File: src/rtl/uart_cmd_master_if.sv
// uart_cmd_master_if
//
// Bundles the command request, the TX byte stream toward the UART transmitter,
// the RX byte stream from the UART receiver, the response return and the
// status and debug signals of uart_cmd_master.
//
// Handshake semantics:
//   cmd:  a command is taken on the rising clock edge where cmd_valid && cmd_ready.
//         The master raises cmd_ready only while idle. The request fields must be
//         valid in that cycle and are free to change afterwards.
//   tx:   a byte moves on the rising edge where tx_valid && tx_ready. Once
//         tx_valid is raised, tx_data stays constant and tx_valid stays high until
//         that transfer. Reset is the only exception: it withdraws tx_valid
//         immediately.
//   rx:   rx_valid is a single-cycle strobe with no back-pressure. The byte is
//         used only while the master is waiting for a response.
//   rsp:  rsp_valid (and rsp_timeout with it) pulses for one cycle.
//         rsp_data holds its value until the next command is accepted.
//
// Modports:
//   master - the uart_cmd_master side
//   slave  - the host / UART side
interface uart_cmd_master_if #(
  parameter int BUS_WIDTH   = 8,
  parameter int ADDR_WIDTH  = 4,
  parameter int ALUFN_WIDTH = 4,
  parameter int ALU_WIDTH   = 16
);
  // command request
  logic                   cmd_valid;
  logic                   cmd_ready;
  logic [1:0]             cmd_type;
  logic [ADDR_WIDTH-1:0]  cmd_addr;
  logic [BUS_WIDTH-1:0]   cmd_wdata;
  logic [BUS_WIDTH-1:0]   cmd_op_a;
  logic [BUS_WIDTH-1:0]   cmd_op_b;
  logic [ALUFN_WIDTH-1:0] cmd_alu_fun;

  // byte stream to UART TX
  logic [BUS_WIDTH-1:0]   tx_data;
  logic                   tx_valid;
  logic                   tx_ready;

  // byte stream from UART RX
  logic [BUS_WIDTH-1:0]   rx_data;
  logic                   rx_valid;

  // response and status
  logic [ALU_WIDTH-1:0]   rsp_data;
  logic                   rsp_valid;
  logic                   rsp_timeout;
  logic                   busy;

  // FSM state for observation: 0 IDLE, 1 SEND, 2 WAIT_RSP, 3 DONE
  logic [1:0]             dbg_state;

  modport master (
    input  cmd_valid, cmd_type, cmd_addr, cmd_wdata, cmd_op_a, cmd_op_b, cmd_alu_fun,
    input  tx_ready, rx_data, rx_valid,
    output cmd_ready, tx_data, tx_valid, rsp_data, rsp_valid, rsp_timeout, busy,
    output dbg_state
  );

  modport slave (
    output cmd_valid, cmd_type, cmd_addr, cmd_wdata, cmd_op_a, cmd_op_b, cmd_alu_fun,
    output tx_ready, rx_data, rx_valid,
    input  cmd_ready, tx_data, tx_valid, rsp_data, rsp_valid, rsp_timeout, busy,
    input  dbg_state
  );
endinterface

File: src/rtl/uart_cmd_master.sv
// uart_cmd_master
//
// Host-side UART command initiator. It accepts one command and sends it as
// frame bytes on the TX byte stream. It then gathers the expected response bytes
// from the RX byte stream, least-significant byte first, and returns them as a
// single response word.
//
//   type 0 (RF write)     : AA, addr, wdata   -> no response bytes
//   type 1 (RF read)      : BB, addr          -> 1 response byte
//   type 2 (ALU operands) : CC, A, B, fun     -> 2 response bytes
//   type 3 (ALU only)     : DD, fun           -> 2 response bytes
//
// Ports:
//   CLK  - single clock
//   RST  - asynchronous, active-high reset; it aborts any frame in progress
//   bus  - uart_cmd_master_if.master (cmd / tx / rx / rsp / busy / dbg_state)
//
// Build option:
//   RSP_TIMEOUT_EN - when defined, a response gap of TIMEOUT_CYCLES cycles ends
//                    the command with rsp_valid and rsp_timeout pulsed together.
//                    When undefined, the block waits indefinitely for response
//                    bytes and rsp_timeout is held at 0.
module uart_cmd_master #(
  parameter int BUS_WIDTH      = 8,
  parameter int ADDR_WIDTH     = 4,
  parameter int ALUFN_WIDTH    = 4,
  parameter int ALU_WIDTH      = 16,
  parameter int TIMEOUT_CYCLES = 4096
) (
  input logic               CLK,
  input logic               RST,
  uart_cmd_master_if.master bus
);

  typedef enum logic [1:0] {
    IDLE     = 2'd0,
    SEND     = 2'd1,
    WAIT_RSP = 2'd2,
    DONE     = 2'd3
  } state_t;

  localparam logic [1:0] T_WRITE   = 2'd0;
  localparam logic [1:0] T_READ    = 2'd1;
  localparam logic [1:0] T_ALU     = 2'd2;
  localparam logic [1:0] T_ALU_NOP = 2'd3;

  localparam logic [BUS_WIDTH-1:0] HDR_WRITE   = BUS_WIDTH'(8'hAA);
  localparam logic [BUS_WIDTH-1:0] HDR_READ    = BUS_WIDTH'(8'hBB);
  localparam logic [BUS_WIDTH-1:0] HDR_ALU     = BUS_WIDTH'(8'hCC);
  localparam logic [BUS_WIDTH-1:0] HDR_ALU_NOP = BUS_WIDTH'(8'hDD);

  // Elaboration-time guards on parameter combinations the datapath cannot handle.
  if (ALU_WIDTH != 2 * BUS_WIDTH) begin : g_bad_alu_width
    $error("uart_cmd_master: ALU_WIDTH must be exactly two frame bytes");
  end
  if (ADDR_WIDTH > BUS_WIDTH || ALUFN_WIDTH > BUS_WIDTH) begin : g_bad_field_width
    $error("uart_cmd_master: address and function must fit in one frame byte");
  end
  if (TIMEOUT_CYCLES < 2) begin : g_bad_timeout
    $error("uart_cmd_master: TIMEOUT_CYCLES must be at least 2");
  end

  state_t                 state;
  state_t                 state_nxt;

  // Fields captured when the command is accepted
  logic [1:0]             type_q;
  logic [ADDR_WIDTH-1:0]  addr_q;
  logic [BUS_WIDTH-1:0]   wdata_q;
  logic [BUS_WIDTH-1:0]   op_a_q;
  logic [BUS_WIDTH-1:0]   op_b_q;
  logic [ALUFN_WIDTH-1:0] fun_q;

  logic [2:0]             byte_idx;   // frame byte currently presented
  logic                   rx_idx;     // response byte position (0 = low byte)
  logic [ALU_WIDTH-1:0]   rsp_data_q;

  logic [2:0]             last_byte;  // index of the final frame byte
  logic [1:0]             rsp_bytes;  // number of response bytes expected
  logic [BUS_WIDTH-1:0]   addr_byte;
  logic [BUS_WIDTH-1:0]   fun_byte;
  logic [BUS_WIDTH-1:0]   frame_byte;

  logic                   accept;
  logic                   tx_valid_int;
  logic                   tx_fire;
  logic                   tx_last;
  logic                   rx_take;
  logic                   rx_last;
  logic                   tmo_hit;

  assign accept       = (state == IDLE) && bus.cmd_valid;
  assign tx_valid_int = (state == SEND);
  assign tx_fire      = tx_valid_int && bus.tx_ready;
  assign tx_last      = (byte_idx == last_byte);
  // RX strobes are used only while a response is pending. Strays in
  // SEND, including one on the final TX transfer cycle, are dropped.
  assign rx_take      = (state == WAIT_RSP) && bus.rx_valid;
  assign rx_last      = rx_take && ({1'b0, rx_idx} == (rsp_bytes - 2'd1));

  assign addr_byte    = BUS_WIDTH'(addr_q);
  assign fun_byte     = BUS_WIDTH'(fun_q);

  // Frame length and response length for each command type
  always_comb begin
    last_byte = 3'd1;
    rsp_bytes = 2'd2;
    case (type_q)
      T_WRITE:   begin last_byte = 3'd2; rsp_bytes = 2'd0; end
      T_READ:    begin last_byte = 3'd1; rsp_bytes = 2'd1; end
      T_ALU:     begin last_byte = 3'd3; rsp_bytes = 2'd2; end
      T_ALU_NOP: begin last_byte = 3'd1; rsp_bytes = 2'd2; end
      default:   begin last_byte = 3'd1; rsp_bytes = 2'd2; end
    endcase
  end

  // Frame byte selection. It depends only on registered fields and byte_idx,
  // so tx_data cannot change while a byte is stalled.
  always_comb begin
    frame_byte = fun_byte;
    case (type_q)
      T_WRITE: begin
        case (byte_idx)
          3'd0:    frame_byte = HDR_WRITE;
          3'd1:    frame_byte = addr_byte;
          default: frame_byte = wdata_q;
        endcase
      end
      T_READ: begin
        case (byte_idx)
          3'd0:    frame_byte = HDR_READ;
          default: frame_byte = addr_byte;
        endcase
      end
      T_ALU: begin
        case (byte_idx)
          3'd0:    frame_byte = HDR_ALU;
          3'd1:    frame_byte = op_a_q;
          3'd2:    frame_byte = op_b_q;
          default: frame_byte = fun_byte;
        endcase
      end
      T_ALU_NOP: begin
        case (byte_idx)
          3'd0:    frame_byte = HDR_ALU_NOP;
          default: frame_byte = fun_byte;
        endcase
      end
      default: frame_byte = fun_byte;
    endcase
  end

`ifdef RSP_TIMEOUT_EN
  localparam int TMO_W = (TIMEOUT_CYCLES > 2) ? $clog2(TIMEOUT_CYCLES) : 1;

  logic [TMO_W-1:0] tmo_cnt;
  logic             timed_out;

  // The counter measures cycles since entering WAIT_RSP or since the last
  // response byte. A byte arriving in the expiry cycle wins over the timeout.
  assign tmo_hit = (state == WAIT_RSP) && !bus.rx_valid &&
                   (tmo_cnt == TMO_W'(TIMEOUT_CYCLES - 1));

  always_ff @(posedge CLK or posedge RST) begin
    if (RST) begin
      tmo_cnt   <= '0;
      timed_out <= 1'b0;
    end else begin
      if (state != WAIT_RSP || bus.rx_valid) begin
        tmo_cnt <= '0;
      end else begin
        tmo_cnt <= tmo_cnt + TMO_W'(1);
      end
      if (accept) begin
        timed_out <= 1'b0;
      end else if (tmo_hit) begin
        timed_out <= 1'b1;
      end
    end
  end

  assign bus.rsp_timeout = (state == DONE) && timed_out;
`else
  assign tmo_hit         = 1'b0;
  assign bus.rsp_timeout = 1'b0;
`endif

  // FSM state register
  always_ff @(posedge CLK or posedge RST) begin
    if (RST) begin
      state <= IDLE;
    end else begin
      state <= state_nxt;
    end
  end

  // FSM next state
  always_comb begin
    state_nxt = state;
    case (state)
      IDLE: begin
        if (bus.cmd_valid) state_nxt = SEND;
      end
      SEND: begin
        if (tx_fire && tx_last) begin
          state_nxt = (type_q == T_WRITE) ? DONE : WAIT_RSP;
        end
      end
      WAIT_RSP: begin
        if (rx_last || tmo_hit) state_nxt = DONE;
      end
      DONE: begin
        state_nxt = IDLE;
      end
      default: begin
        state_nxt = IDLE;
      end
    endcase
  end

  // Command capture, frame byte index and response assembly
  always_ff @(posedge CLK or posedge RST) begin
    if (RST) begin
      type_q     <= 2'd0;
      addr_q     <= '0;
      wdata_q    <= '0;
      op_a_q     <= '0;
      op_b_q     <= '0;
      fun_q      <= '0;
      byte_idx   <= 3'd0;
      rx_idx     <= 1'b0;
      rsp_data_q <= '0;
    end else begin
      if (accept) begin
        type_q     <= bus.cmd_type;
        addr_q     <= bus.cmd_addr;
        wdata_q    <= bus.cmd_wdata;
        op_a_q     <= bus.cmd_op_a;
        op_b_q     <= bus.cmd_op_b;
        fun_q      <= bus.cmd_alu_fun;
        byte_idx   <= 3'd0;
        rx_idx     <= 1'b0;
        rsp_data_q <= '0;
      end
      if (tx_fire) begin
        byte_idx <= byte_idx + 3'd1;
      end
      if (rx_take) begin
        if (!rx_idx) begin
          rsp_data_q[BUS_WIDTH-1:0] <= bus.rx_data;
        end else begin
          rsp_data_q[BUS_WIDTH +: BUS_WIDTH] <= bus.rx_data;
        end
        rx_idx <= 1'b1;
      end
    end
  end

  assign bus.cmd_ready = (state == IDLE);
  assign bus.busy      = (state != IDLE);
  assign bus.tx_valid  = tx_valid_int;
  assign bus.tx_data   = tx_valid_int ? frame_byte : '0;
  assign bus.rsp_data  = rsp_data_q;
  assign bus.rsp_valid = (state == DONE);
  assign bus.dbg_state = state;

endmodule

File: src/flat_wrapper.sv
// flat-port wrapper written by rule: the top's interface ports become plain ports
module uart_cmd_master_flat 
#(
  parameter int BUS_WIDTH      = 8,
  parameter int ADDR_WIDTH     = 4,
  parameter int ALUFN_WIDTH    = 4,
  parameter int ALU_WIDTH      = 16,
  parameter int TIMEOUT_CYCLES = 4096
)
  (CLK, RST, bus_cmd_valid, bus_cmd_type, bus_cmd_addr, bus_cmd_wdata, bus_cmd_op_a, bus_cmd_op_b, bus_cmd_alu_fun, bus_tx_ready, bus_rx_data, bus_rx_valid, bus_cmd_ready, bus_tx_data, bus_tx_valid, bus_rsp_data, bus_rsp_valid, bus_rsp_timeout, bus_busy, bus_dbg_state);
  uart_cmd_master_if #(.BUS_WIDTH(BUS_WIDTH), .ADDR_WIDTH(ADDR_WIDTH), .ALUFN_WIDTH(ALUFN_WIDTH), .ALU_WIDTH(ALU_WIDTH)) bus_i ();
  input logic CLK;
  input logic RST;
  input wire logic [$bits(bus_i.cmd_valid)-1:0] bus_cmd_valid;
  input wire logic [$bits(bus_i.cmd_type)-1:0] bus_cmd_type;
  input wire logic [$bits(bus_i.cmd_addr)-1:0] bus_cmd_addr;
  input wire logic [$bits(bus_i.cmd_wdata)-1:0] bus_cmd_wdata;
  input wire logic [$bits(bus_i.cmd_op_a)-1:0] bus_cmd_op_a;
  input wire logic [$bits(bus_i.cmd_op_b)-1:0] bus_cmd_op_b;
  input wire logic [$bits(bus_i.cmd_alu_fun)-1:0] bus_cmd_alu_fun;
  input wire logic [$bits(bus_i.tx_ready)-1:0] bus_tx_ready;
  input wire logic [$bits(bus_i.rx_data)-1:0] bus_rx_data;
  input wire logic [$bits(bus_i.rx_valid)-1:0] bus_rx_valid;
  output wire logic [$bits(bus_i.cmd_ready)-1:0] bus_cmd_ready;
  output wire logic [$bits(bus_i.tx_data)-1:0] bus_tx_data;
  output wire logic [$bits(bus_i.tx_valid)-1:0] bus_tx_valid;
  output wire logic [$bits(bus_i.rsp_data)-1:0] bus_rsp_data;
  output wire logic [$bits(bus_i.rsp_valid)-1:0] bus_rsp_valid;
  output wire logic [$bits(bus_i.rsp_timeout)-1:0] bus_rsp_timeout;
  output wire logic [$bits(bus_i.busy)-1:0] bus_busy;
  output wire logic [$bits(bus_i.dbg_state)-1:0] bus_dbg_state;
  assign bus_i.cmd_valid = bus_cmd_valid;
  assign bus_i.cmd_type = bus_cmd_type;
  assign bus_i.cmd_addr = bus_cmd_addr;
  assign bus_i.cmd_wdata = bus_cmd_wdata;
  assign bus_i.cmd_op_a = bus_cmd_op_a;
  assign bus_i.cmd_op_b = bus_cmd_op_b;
  assign bus_i.cmd_alu_fun = bus_cmd_alu_fun;
  assign bus_i.tx_ready = bus_tx_ready;
  assign bus_i.rx_data = bus_rx_data;
  assign bus_i.rx_valid = bus_rx_valid;
  assign bus_cmd_ready = bus_i.cmd_ready;
  assign bus_tx_data = bus_i.tx_data;
  assign bus_tx_valid = bus_i.tx_valid;
  assign bus_rsp_data = bus_i.rsp_data;
  assign bus_rsp_valid = bus_i.rsp_valid;
  assign bus_rsp_timeout = bus_i.rsp_timeout;
  assign bus_busy = bus_i.busy;
  assign bus_dbg_state = bus_i.dbg_state;
  uart_cmd_master #(.BUS_WIDTH(BUS_WIDTH), .ADDR_WIDTH(ADDR_WIDTH), .ALUFN_WIDTH(ALUFN_WIDTH), .ALU_WIDTH(ALU_WIDTH), .TIMEOUT_CYCLES(TIMEOUT_CYCLES)) u_core (.CLK(CLK), .RST(RST), .bus(bus_i));
endmodule
File: config.mk
export PLATFORM = sky130hd
export DESIGN_NAME = uart_cmd_master_flat
export DESIGN_NICKNAME = d
export VERILOG_FILES = /design/src/rtl/uart_cmd_master_if.sv /design/src/rtl/uart_cmd_master.sv /design/src/flat_wrapper.sv
export SDC_FILE = /design/constraint.sdc
export NUM_CORES = 1
export LEC_CHECK = 0
export BUFFER_PORTS_ARGS = -buffer_cell sky130_fd_sc_hd__buf_2
export CAP_MARGIN = 20
export CORE_UTILIZATION = 30
export DETAILED_ROUTE_END_ITERATION = 8
export GPL_ROUTABILITY_DRIVEN = 0
export PLACE_DENSITY = 0.65
export SLEW_MARGIN = 10
export SYNTH_ARGS = -nofsm -noshare
export SYNTH_HDL_FRONTEND = slang
export SYNTH_SLANG_ARGS = --single-unit
File: constraint.sdc
create_clock -name CLK -period 2 [get_ports CLK]
set_input_delay 0.4 -clock CLK [delete_from_list [all_inputs] [get_ports CLK]]
set_output_delay 0.4 -clock CLK [all_outputs]
set_load 0.03 [all_outputs]
==> run metrics <==
clk root buf=clkbuf_8; Remaining DRCs=0; register area share after synthesis=around half; CP max FO=6; Setup CP Type=reg2out; Placeable Area=slightly below 0.009 sq mm; cell area after layout=~0.0038 sq mm; number of buffers added on ports=76; Syn Std Cell Area=around 0.0028 sq mm; I/O pin count=78; Worst-Skew Late Latency=between 0.3 and 0.4 ns; max incr delay on CP=0.44 ns; Arr. time, crit path=2.01 ns; CTS tree=yes; die area=0.00977 sq mm; number of synthesized flops with an enable pin=0; RSZ-0062 raised after global routing=yes; drt initial violations=roughly 120; measured slew at the worst slew-check pin=0.652 ns; Finished Layout Cells=between 400 and 500; Warnings, synthesis=0; min Tclk post-route=around 2.4 ns; Main synth FF type=dfrtp_1; Pwr Density=about 1700 mW/mm^2; maximum vdd drop=0.000426 V; initial antenna violation count=0; hold crit path type=in2async; via count=between 2000 and 2500; critical path, cell by cell=inv_2 -> ha_4 -> nor3_4 -> or3_4 -> o221a_4 -> a21oi_4 -> buf_6; upper clock frequency limit=just over 0.4 GHz; endpoints failing setup=8; vias in the first global route=around 2400; worst setup slack after layout=-0.411 ns; layout overhead on the synthesized area=35.2%; largest net degree at the start of global routing=between 50 and 60; final hold violation count=0; H-tree lvl count=2; Global Route Usage Sum=roughly 15%; n_diodes=0; Leak=about 1.8 nW; Worst R2R Path Depth=5; Max-Cap Viols=0; fin crit share=121%; Placed Area=about 0.0036 sq mm; Synthesized Nets=about 320; number of distinct library cells after synthesis=46; flops & latches, synth=between 50 and 60; layout cells sized above 1=approximately two fifths; Clock Sinks=56; syn_area_per_cell=10.5 sq um; CP Data Required Time=1.60 ns; DRT Wirelength=approximately 7200 microns; Final ANT Viol Nets=0; failing checks=setup timing; critical path endpoint category=output pin; hpwl dp=5420 microns; CTS Buffer Depth=2; Setup Skew=roughly 0.013 ns; total grt overflow=0; slack of the worst reg-to-reg path=about 0.12 ns; CTS buffer count=5; cell count after synthesis=267; Max Slew Vio Count=0; worst r2r src=u_core.type_q[1]$_DFFE_PP0P_; CP max stage cell=dfrtp_1; hold_buf cts=0; Critical R2R Capture=u_core.bus.dbg_state[1]$_DFFE_PP0P_; FFs w/ async S/R, synth=between 90% and 100%; status=complete, but fails checks; initial core utilization=a little under a third; clock slew at reported path FFs=between 0.1 and 0.15 ns; die width=between 90 and 100 microns; layout net count=~420; Slew HR=roughly 56%; Inst Count DP=~460; die height=approximately 99 microns; FP Rows=34; Routed WL per cell=around 15 microns; CP top delay family=flip-flops; global-route wire length before repair=roughly 12000 microns; Worst setup SP type=flip-flop; crit path buf inv count=2; Pre-antenna DRT Iters=4; Via-to-Cell Ratio=a little under 5
## placed cells by master (no fill, tap or decap), drive strengths merged, types with 4 or more instances in the layout
cell type	Yosys	layout
buf	7	104
dfrtp	56	56
clkbuf	9	5
a221oi	4	4
o21ai	21	21
a21oi	4	4
nand2	45	45
nand3	12	12
ha	8	8
a22oi	6	6
inv	9	9
mux2	36	36
nor2	6	6
nand2b	4	4
## layout make-up
| class | instances | area (sq um) |
|---|---|---|
| fill | 842 | 5090 |
| timing repair buffer | 104 | 674 |
| tap | 108 | 135 |
| sequential | 56 | 1410 |
| multi-input combinational | 186 | 1470 |
| clock inverter | 3 | 18.8 |
| inverter | 9 | 33.8 |
| clock buffer | 5 | 68.8 |
## sequential cells by signal, indices dropped and copies added, names as in the netlist, 2 cells and up
name                  count
u_core.addr_q             4
u_core.bus.dbg_state      2
u_core.bus.rsp_data      16
u_core.byte_idx           3
u_core.fun_q              4
u_core.op_a_q             8
u_core.op_b_q             8
u_core.type_q             2
u_core.wdata_q            8
## logic make-up (layout without fill, tap and decap cells)
kind of cell               Yosys count  count (layout)  share of synthesized area [%]
AOI/OAI and AO/OA                   56              56                           14.3
xor gates and xnor gates             1               1                          0.311
adders and majority gates            8               8                           3.56
buffers and inverters               25             121                           3.60
DFF                                 56              56                           49.8
muxes                               36              36                           14.5
other                                1               1                          0.133
and+or+nand+nor                     84              84                           13.7
## synth_stat cells (2+ instances only)
library cell / count / area share (%)
a21oi_1: 4 / 0.71
and3_1: 2 / 0.44
inv_1: 9 / 1.2
nand2b_1: 4 / 0.89
o221a_1: 2 / 0.80
and2_1: 3 / 0.67
o22ai_1: 3 / 0.67
o21ai_1: 5 / 0.89
a221oi_1: 4 / 1.2
nand3_1: 12 / 2.1
a22oi_1: 6 / 1.6
nand2_1: 45 / 6.0
or3_1: 2 / 0.44
buf_1: 3 / 0.40
or2_0: 2 / 0.44
nor2b_1: 3 / 0.67
clkbuf_1: 9 / 1.2
buf_2: 3 / 0.53
dfrtp_1: 56 / 50
nor3_1: 2 / 0.36
nor2_1: 6 / 0.80
mux2_1: 34 / 14
o21ai_0: 15 / 2.7
a31oi_1: 3 / 0.67
o311ai_0: 2 / 0.62
ha_1: 8 / 3.6
## worst register-to-register path, cell delays in order (launching register included)
cell	delay (ns)
dfrtp_2	0.46
buf_4	0.17
or3_4	0.39
a2111oi_4	0.34
o21ai_2	0.11
mux2_4	0.31
## timing repair
item / CTS / global route
pin swaps: 12 / 4
endpoints found under the setup margin: 8 / 10
resized for setup: 34 / 5
buffers inserted: 1 / 0
## how the worst max path moves through the flow
stage	start	end	slack (ns)	depth (start not counted)
after floorplan	u_core.byte_idx[0]$_DFFE_PP0P_	bus_tx_data[2]	-0.11	7
after global placement	u_core.byte_idx[0]$_DFFE_PP0P_	bus_tx_data[2]	-0.22	7
after detailed placement	u_core.byte_idx[0]$_DFFE_PP0P_	bus_tx_data[2]	-0.29	7
after CTS	u_core.byte_idx[0]$_DFFE_PP0P_	bus_tx_data[2]	-0.43	7
after global routing	u_core.byte_idx[0]$_DFFE_PP0P_	bus_tx_data[4]	-0.51	8
final	u_core.byte_idx[0]$_DFFE_PP0P_	bus_tx_data[2]	-0.41	7
## where the power goes
group,internal [mW],switching (mW),total (mW)
clock network,0.246,0.381,0.627
registers,1.67,0.394,2.06
logic,1.68,2.08,3.77
## metrics by stage
stage               power [mW]  util [%]  hold WS (ns)  setup WS [ns]  TNS, ns
floorplan                 4.38         -         0.458         -0.110   -0.205
global placement          5.45      40.2         0.443         -0.216    -1.05
detailed placement        5.53      40.2         0.453         -0.290    -1.64
CTS                       6.43      42.5         0.114         -0.431    -3.00
global route              6.90      42.8         0.120         -0.514    -3.78
finish                    6.46      42.8        0.0965         -0.411    -2.99
## metal layers
| metal | GRT usage, % | vias to the layer above | wire, microns |
|---|---|---|---|
| met5 | 0 | - | 0 |
| met4 | 5.63 | 0 | 186 |
| met3 | 2.13 | 15 | 232 |
| met2 | 25.0 | 56 | 3420 |
| met1 | 21.1 | 1101 | 3380 |
| li1 | - | 1138 | - |
Power figures use the tool's default switching activity.
